===== src/rtl/dcnn_pkg.sv =====
// ---------------------------------------------------------------------------
// dcnn_pkg
// Shared constants and types for the CNN datapath blocks.
//   DATA_WIDTH  width of one signed Q-format word
//   KSIZE       side of a convolution window
//   BLOCK_SIZE  words per window (KSIZE*KSIZE)
//   IDX_W       width of a word index inside a window
//   word_t      one signed word
//   block_t     one complete window of words
//   state_t     stream FSM states of dma_block_streamer
// ---------------------------------------------------------------------------
package dcnn_pkg;

    localparam int DATA_WIDTH = 16;
    localparam int KSIZE      = 5;
    localparam int BLOCK_SIZE = KSIZE * KSIZE;
    localparam int IDX_W      = 5;

    typedef logic signed [DATA_WIDTH-1:0] word_t;
    typedef word_t block_t [BLOCK_SIZE];

    typedef enum logic {
        IDLE,
        STREAM
    } state_t;

endpackage


===== src/rtl/block_bank.sv =====
// ---------------------------------------------------------------------------
// block_bank
// One window-sized register bank: the whole window is written in a single
// cycle, words are read back one at a time by index, and a full flag tells
// the owner whether the bank currently holds an unconsumed window.
// Ports:
//   clk      clock, all logic on posedge
//   rst_n    asynchronous active-low reset (clears the full flag only)
//   wr_en    capture wr_data into the bank and mark it full
//   wr_data  flattened window, word i at [i*DATA_WIDTH +: DATA_WIDTH]
//   clr      window consumed, mark the bank empty
//   rd_idx   index of the word presented on rd_data
//   rd_data  stored word at rd_idx
//   full     bank holds a window that has not been fully streamed
// ---------------------------------------------------------------------------
module block_bank
    import dcnn_pkg::*;
#(
    parameter int DATA_WIDTH = dcnn_pkg::DATA_WIDTH,
    parameter int BLOCK_SIZE = dcnn_pkg::BLOCK_SIZE,
    parameter int IDX_W      = dcnn_pkg::IDX_W
) (
    input  logic                             clk,
    input  logic                             rst_n,
    input  logic                             wr_en,
    input  logic [DATA_WIDTH*BLOCK_SIZE-1:0] wr_data,
    input  logic                             clr,
    input  logic [IDX_W-1:0]                 rd_idx,
    output logic [DATA_WIDTH-1:0]            rd_data,
    output logic                             full
);

    logic [DATA_WIDTH-1:0] mem [BLOCK_SIZE];

    // Word storage carries no reset: stale contents are harmless because
    // nothing is read from a bank whose full flag is clear.
    always_ff @(posedge clk) begin
        if (wr_en) begin
            for (int i = 0; i < BLOCK_SIZE; i++) begin
                mem[i] <= wr_data[i*DATA_WIDTH +: DATA_WIDTH];
            end
        end
    end

    // The owner never writes a full bank nor clears an empty one, so the
    // priority between wr_en and clr never matters in practice.
    always_ff @(posedge clk or negedge rst_n) begin
        if (!rst_n) begin
            full <= 1'b0;
        end else if (wr_en) begin
            full <= 1'b1;
        end else if (clr) begin
            full <= 1'b0;
        end
    end

    assign rd_data = mem[rd_idx];

endmodule


===== src/rtl/dma_block_streamer.sv =====
// ---------------------------------------------------------------------------
// dma_block_streamer
// Captures parallel KSIZE x KSIZE windows from the DMA into two ping-pong
// banks and streams them word by word to the convolution PE over a
// valid/ready handshake. One bank can fill while the other drains.
//
// Build option: STREAMER_TRANSPOSE_EN
//   defined   - words leave in column-major order; out_index still reports
//               the row-major position of each word inside its window
//   undefined - words leave in row-major order (out_index = sequence number)
//
// Ports:
//   clk        clock, all logic on posedge
//   rst_n      asynchronous active-low reset
//   blk_valid  DMA window present on blk_data
//   blk_ready  a bank is free; window accepted on blk_valid & blk_ready
//   blk_data   flattened window, word i at [i*DATA_WIDTH +: DATA_WIDTH]
//   out_valid  out_data holds a valid word
//   out_ready  PE accepts the word on out_valid & out_ready
//   out_data   signed word, forwarded bit-exact
//   out_index  row-major position of out_data inside its window
//   out_last   final word of a window
// ---------------------------------------------------------------------------
module dma_block_streamer
    import dcnn_pkg::*;
#(
    parameter  int DATA_WIDTH = dcnn_pkg::DATA_WIDTH,
    parameter  int KSIZE      = dcnn_pkg::KSIZE,
    parameter  int IDX_W      = dcnn_pkg::IDX_W,
    localparam int BLOCK_SIZE = KSIZE * KSIZE
) (
    input  logic                             clk,
    input  logic                             rst_n,
    input  logic                             blk_valid,
    output logic                             blk_ready,
    input  logic [DATA_WIDTH*BLOCK_SIZE-1:0] blk_data,
    output logic                             out_valid,
    input  logic                             out_ready,
    output logic signed [DATA_WIDTH-1:0]     out_data,
    output logic [IDX_W-1:0]                 out_index,
    output logic                             out_last
);

    localparam logic [IDX_W-1:0] LAST_SEQ = IDX_W'(BLOCK_SIZE - 1);

    state_t                  state;
    state_t                  next_state;
    logic [IDX_W-1:0]        seq;
    logic [IDX_W-1:0]        next_seq;
    logic                    rd_bank;
    logic                    next_rd_bank;
    logic                    wr_bank;
    logic [1:0]              full;
    logic                    load;
    logic                    blk_done;
    logic [IDX_W-1:0]        rd_idx;
    logic [DATA_WIDTH-1:0]   rd_data0;
    logic [DATA_WIDTH-1:0]   rd_data1;

    // Maps the emission sequence number to the source word position.
    function automatic logic [IDX_W-1:0] src_of(input logic [IDX_W-1:0] s);
`ifdef STREAMER_TRANSPOSE_EN
        int v;
        v = int'(s);
        return IDX_W'((v % KSIZE) * KSIZE + v / KSIZE);
`else
        return s;
`endif
    endfunction

    // Ready looks only at registered flags, never at out_ready, so the DMA
    // side has no combinational path from the PE side.
    assign blk_ready = ~full[wr_bank];
    assign load      = blk_valid & blk_ready;
    assign rd_idx    = src_of(seq);

    block_bank #(
        .DATA_WIDTH (DATA_WIDTH),
        .BLOCK_SIZE (BLOCK_SIZE),
        .IDX_W      (IDX_W)
    ) bank0 (
        .clk     (clk),
        .rst_n   (rst_n),
        .wr_en   (load & ~wr_bank),
        .wr_data (blk_data),
        .clr     (blk_done & ~rd_bank),
        .rd_idx  (rd_idx),
        .rd_data (rd_data0),
        .full    (full[0])
    );

    block_bank #(
        .DATA_WIDTH (DATA_WIDTH),
        .BLOCK_SIZE (BLOCK_SIZE),
        .IDX_W      (IDX_W)
    ) bank1 (
        .clk     (clk),
        .rst_n   (rst_n),
        .wr_en   (load & wr_bank),
        .wr_data (blk_data),
        .clr     (blk_done & rd_bank),
        .rd_idx  (rd_idx),
        .rd_data (rd_data1),
        .full    (full[1])
    );

    always_ff @(posedge clk or negedge rst_n) begin
        if (!rst_n) begin
            wr_bank <= 1'b0;
        end else if (load) begin
            wr_bank <= ~wr_bank;
        end
    end

    always_ff @(posedge clk or negedge rst_n) begin
        if (!rst_n) begin
            state   <= IDLE;
            seq     <= '0;
            rd_bank <= 1'b0;
        end else begin
            state   <= next_state;
            seq     <= next_seq;
            rd_bank <= next_rd_bank;
        end
    end

    // On the last handshake of a window we jump straight into the other
    // bank when it is already full, so consecutive windows leave gap-free.
    always_comb begin
        next_state   = state;
        next_seq     = seq;
        next_rd_bank = rd_bank;
        blk_done     = 1'b0;
        out_valid    = 1'b0;
        out_last     = 1'b0;
        out_index    = '0;
        out_data     = '0;
        case (state)
            IDLE: begin
                if (full[rd_bank]) begin
                    next_state = STREAM;
                    next_seq   = '0;
                end
            end
            STREAM: begin
                out_valid = 1'b1;
                out_index = rd_idx;
                out_data  = rd_bank ? rd_data1 : rd_data0;
                out_last  = (seq == LAST_SEQ);
                if (out_ready) begin
                    if (seq == LAST_SEQ) begin
                        blk_done     = 1'b1;
                        next_seq     = '0;
                        next_rd_bank = ~rd_bank;
                        next_state   = full[~rd_bank] ? STREAM : IDLE;
                    end else begin
                        next_seq = seq + 1'b1;
                    end
                end
            end
            default: begin
                next_state = IDLE;
            end
        endcase
    end

endmodule


===== config.mk =====
export PLATFORM = sky130hd
export DESIGN_NAME = dma_block_streamer
export DESIGN_NICKNAME = d
export VERILOG_FILES = /design/src/rtl/dcnn_pkg.sv /design/src/rtl/block_bank.sv /design/src/rtl/dma_block_streamer.sv
export SDC_FILE = /design/constraint.sdc
export NUM_CORES = 1
export LEC_CHECK = 0
export ABC_CLOCK_PERIOD_IN_PS = 64400
export CORE_AREA = 2 2 233 235
export CTS_BUF_LIST = sky130_fd_sc_hd__clkbuf_8 sky130_fd_sc_hd__clkbuf_16
export DETAILED_ROUTE_END_ITERATION = 8
export DIE_AREA = 0 0 235 237
export PLACE_DENSITY = 0.84
export SETUP_SLACK_MARGIN = 0.3
export SLEW_MARGIN = 20
export SYNTH_ARGS = -nofsm -noshare
export SYNTH_HDL_FRONTEND = slang
export SYNTH_SLANG_ARGS = --single-unit
export TNS_END_PERCENT = 5

===== constraint.sdc =====
create_clock -name clk -period 64.4 [get_ports clk]
set_clock_uncertainty 0.15 [all_clocks]
set_input_delay 6.44 -clock clk [delete_from_list [all_inputs] [get_ports clk]]
set_output_delay 6.44 -clock clk [all_outputs]
set_load 0.005 [all_outputs]

==> out/qor.yml <==
finalWirelength_um: 76200
placed_area_um2: 36000
synth_cell_types: 53
syn_nets: 1816
core_um2: 53300
drc: 0
hold-worst-slack_ns: 0.525
final_cell_area_um2: 38600
cts_buffers: 80
post-place-ws_ns: 53.41
synth_seq_cells: 810
dp_hpwl_um: 50300
grt_max_degree: 155
final-hold-violation-count: 0
r2r-start: "wr_bank$_DFFE_PN0N_"
status: "completed"
post_drt_wl_per_cell_um: 28.9
setup_viol: 0
rsz0062_at_grt: "false"
clk_pin_slew_worst_paths_ns: 0.06
syn2layout_area_growth_pct: 24.2
finish.utilization_pct: 72.4
ys_seq_area_share_pct: 78.1
fin_cells: 2640
p_leak_nw: 12.3
grtUsageTotal_pct: 27.8
maxCapViolCount: 0
holdPathStages: 2
fin_crit_ns: 11.12
via_per_inst: 6.13
hold_buffers: 0
first_pass_iters: 7
cp-start-kind: "flip-flop"
htreeDepth: 3
gp_congestion: 0.834
clock_latency_ns: 0.61
ioPinCount: 428
clock.fmax_ghz: 0.0899
p_int_mw: 1.01
crit_fanout: 71
synth.avg_cell_area_um2: 22.0
fin_crit_sh_pct: 17.3
drt_first_iter_violations: 1683
switching_share_pct: 25.4
antenna_found_initial: 36
fp-row-count: 85
seqPwrFrac_pct: 47.7
crit_start: "rd_idx[1]$_DFFE_PN0P_"
r2r_end: "bank1.mem[6][9]$_DFFE_PP_"
syn_area_um2: 31100
ys.flop_type: "edfxtp_1"
cts_tree: "yes"
combPwrFrac_pct: 19.2
portBuffers: 427
drive_gt1_share_pct: 17.9
die_w_um: 235
ys_async_sr_fraction_pct: 1.23
p_total_mw: 1.36
grt_first_pass_wirelength_um: 112000
die-height_um: 237
hp-class: "reg -> reg"
ctsResizeCount: 0
tightest_slew_ns: 1.12
synth-edff-count: 800
powerDensity_nw_per_um2: 35.2
num-nets-final: 2266
critPathMaxStageDelay_ns: 1.12
seqCellArea_um2: 24300
syn_inst: 1410
slew_headroom_pct: 25.6
cts_buffer_depth: 3
worst_slack_ns: 53.28
placed_cells: 2474
overflow: 0
initial_core_util_pct: 58.3
drtAntennaViolNets: 0
crit_path_end: "out_data[5]"
critical_path_required_ns: 57.81
crit_arrival_ns: 4.53
cts-root-buf: "clkbuf_16"
worst_setup_path_end_kind: "output port"
ir_drop_v: 0.0000230
slew_violations: 0
yosysWarnings: 0
switching_power_uw: 344
cts_sinks: 810
first_global_vias: 17500
post_cts_buffers: 0
num_vias: 16200
critPathSlowestCell: "dfrtp_4"
multiInputGateArea_um2: 6370
r2r_slack_ns: 60.15
die_area_um2: 55700
crit_chain: "buf_4 -> mux4_2 -> mux2i_1 -> a32oi_1 -> a22o_1 -> clkdlybuf4s50_1"
pwr-share-clk_pct: 33.1
worst-r2r-cell-count: 5
crit_type: "reg -> out"
tns_ns: 0
fillers: 2978
-- power by group through the flow --
stage / logic, mW / registers (mW) / clock network [mW]
finish: 0.260 / 0.648 / 0.449
global route: 0.276 / 0.652 / 0.475
CTS: 0.263 / 0.649 / 0.455
detailed placement: 0.260 / 0.660 / 0
global placement: 0.254 / 0.657 / 0
floorplan: 0.177 / 0.672 / 0
-- placed cells by master, fill, tap and decap left out, types with 6 or more instances in the layout --
master | Yosys | routed
o21ai_0 | 18 | 18
diode_2 | 0 | 24
a32oi_1 | 14 | 14
dfrtp_1 | 10 | 6
o22ai_1 | 11 | 11
inv_1 | 4 | 18
a31oi_1 | 10 | 10
buf_4 | 12 | 11
mux2_2 | 16 | 16
and2_1 | 7 | 7
clkinv_2 | 0 | 8
o31ai_1 | 7 | 7
a22oi_1 | 11 | 11
a22o_1 | 6 | 6
mux4_2 | 187 | 187
o2111ai_1 | 6 | 6
mux2i_1 | 38 | 38
clkbuf_16 | 0 | 85
nor2_1 | 19 | 17
clkinv_1 | 0 | 21
a21oi_1 | 11 | 11
edfxtp_1 | 800 | 800
nand3_1 | 12 | 12
clkdlybuf4s50_1 | 0 | 427
nand2_1 | 87 | 87
-- worst min-delay path by stage --
stage	end	slack [ns]	startpoint
after CTS	wr_bank$_DFFE_PN0N_	0.53	wr_bank$_DFFE_PN0N_
after global routing	wr_bank$_DFFE_PN0N_	0.54	wr_bank$_DFFE_PN0N_
after floorplan	bank1.full$_DFFE_PN0P_	0.37	bank1.full$_DFFE_PN0P_
after detailed placement	wr_bank$_DFFE_PN0N_	0.46	wr_bank$_DFFE_PN0N_
after global placement	wr_bank$_DFFE_PN0N_	0.46	wr_bank$_DFFE_PN0N_
final	wr_bank$_DFFE_PN0N_	0.52	wr_bank$_DFFE_PN0N_
-- kinds of logic after synthesis --
group | synth area share, %
flip-flops | 78.1
multiplexers | 15.4
AND/OR/NAND/NOR | 2.25
AO/OA/AOI/OAI | 2.69
buffers and inverters | 1.49
adder cells (fa/ha/maj) | 0.0805
XOR/XNOR | 0.0282
-- per-layer routing --
| layer | wire length [µm] | global-route usage [%] | up-vias | share of wire, % |
|---|---|---|---|---|
| met2 | 38800 | 46.1 | 878 | 51 |
| met5 | 197 | 0 | - | 0.26 |
| li1 | - | - | 6886 | - |
| met4 | 2520 | 11.0 | 30 | 3.3 |
| met3 | 7950 | 8.95 | 151 | 10 |
| met1 | 26800 | 34.2 | 8238 | 35 |
-- final cells by class --
| class | instances | area share [%] |
|---|---|---|
| clock inverter | 55 | 0.986 |
| antenna | 24 | 0.156 |
| timing repair buffer | 444 | 11.5 |
| clock buffer | 87 | 5.58 |
| inverter | 6 | 0.0584 |
| sequential | 810 | 62.9 |
| tap | 696 | 2.26 |
| multi-input combinational | 518 | 16.5 |
-- state kept, by name (all words and copies together) (netlist names) --
register    cells
rd_idx          5
bank0.full      1
bank1.mem     400
bank1.full      1
state           1
rd_bank         1
wr_bank         1
bank0.mem     400
-- critical path: cells and delay by family, from the launching register on --
family | cells | cell delay, ns
buffers and inverters | 2 | 1.36
AO/OA/AOI/OAI | 2 | 0.41
flip-flops | 1 | 1.12
multiplexers | 2 | 0.94
-- cell usage after synthesis, drive strengths merged (2+ instances only) --
cell type | instances | share of area (%)
o221a | 2 | 0.072
o31ai | 7 | 0.17
mux2 | 16 | 0.58
o21ai | 20 | 0.32
ha | 2 | 0.081
o2111ai | 6 | 0.17
inv | 6 | 0.072
nor2b | 7 | 0.14
clkbuf | 19 | 0.23
nor3 | 5 | 0.081
o221ai | 4 | 0.11
dfrtp | 10 | 0.81
a211oi | 3 | 0.072
or3b | 2 | 0.056
a21oi | 11 | 0.18
a31oi | 10 | 0.20
nand2 | 87 | 1.1
o22ai | 11 | 0.22
nor4 | 2 | 0.040
and3 | 3 | 0.060
a21boi | 2 | 0.048
buf | 57 | 1.2
nor2 | 19 | 0.23
edfxtp | 800 | 77
mux2i | 38 | 1.2
o311ai | 3 | 0.085
and2 | 7 | 0.14
mux4 | 187 | 14
nand2b | 5 | 0.10
nand3 | 12 | 0.19
or2 | 2 | 0.040
a211o | 2 | 0.056
a22oi | 11 | 0.27
a22o | 6 | 0.17
a32oi | 14 | 0.39
a21o | 2 | 0.048
Power figures use the tool's default switching activity.
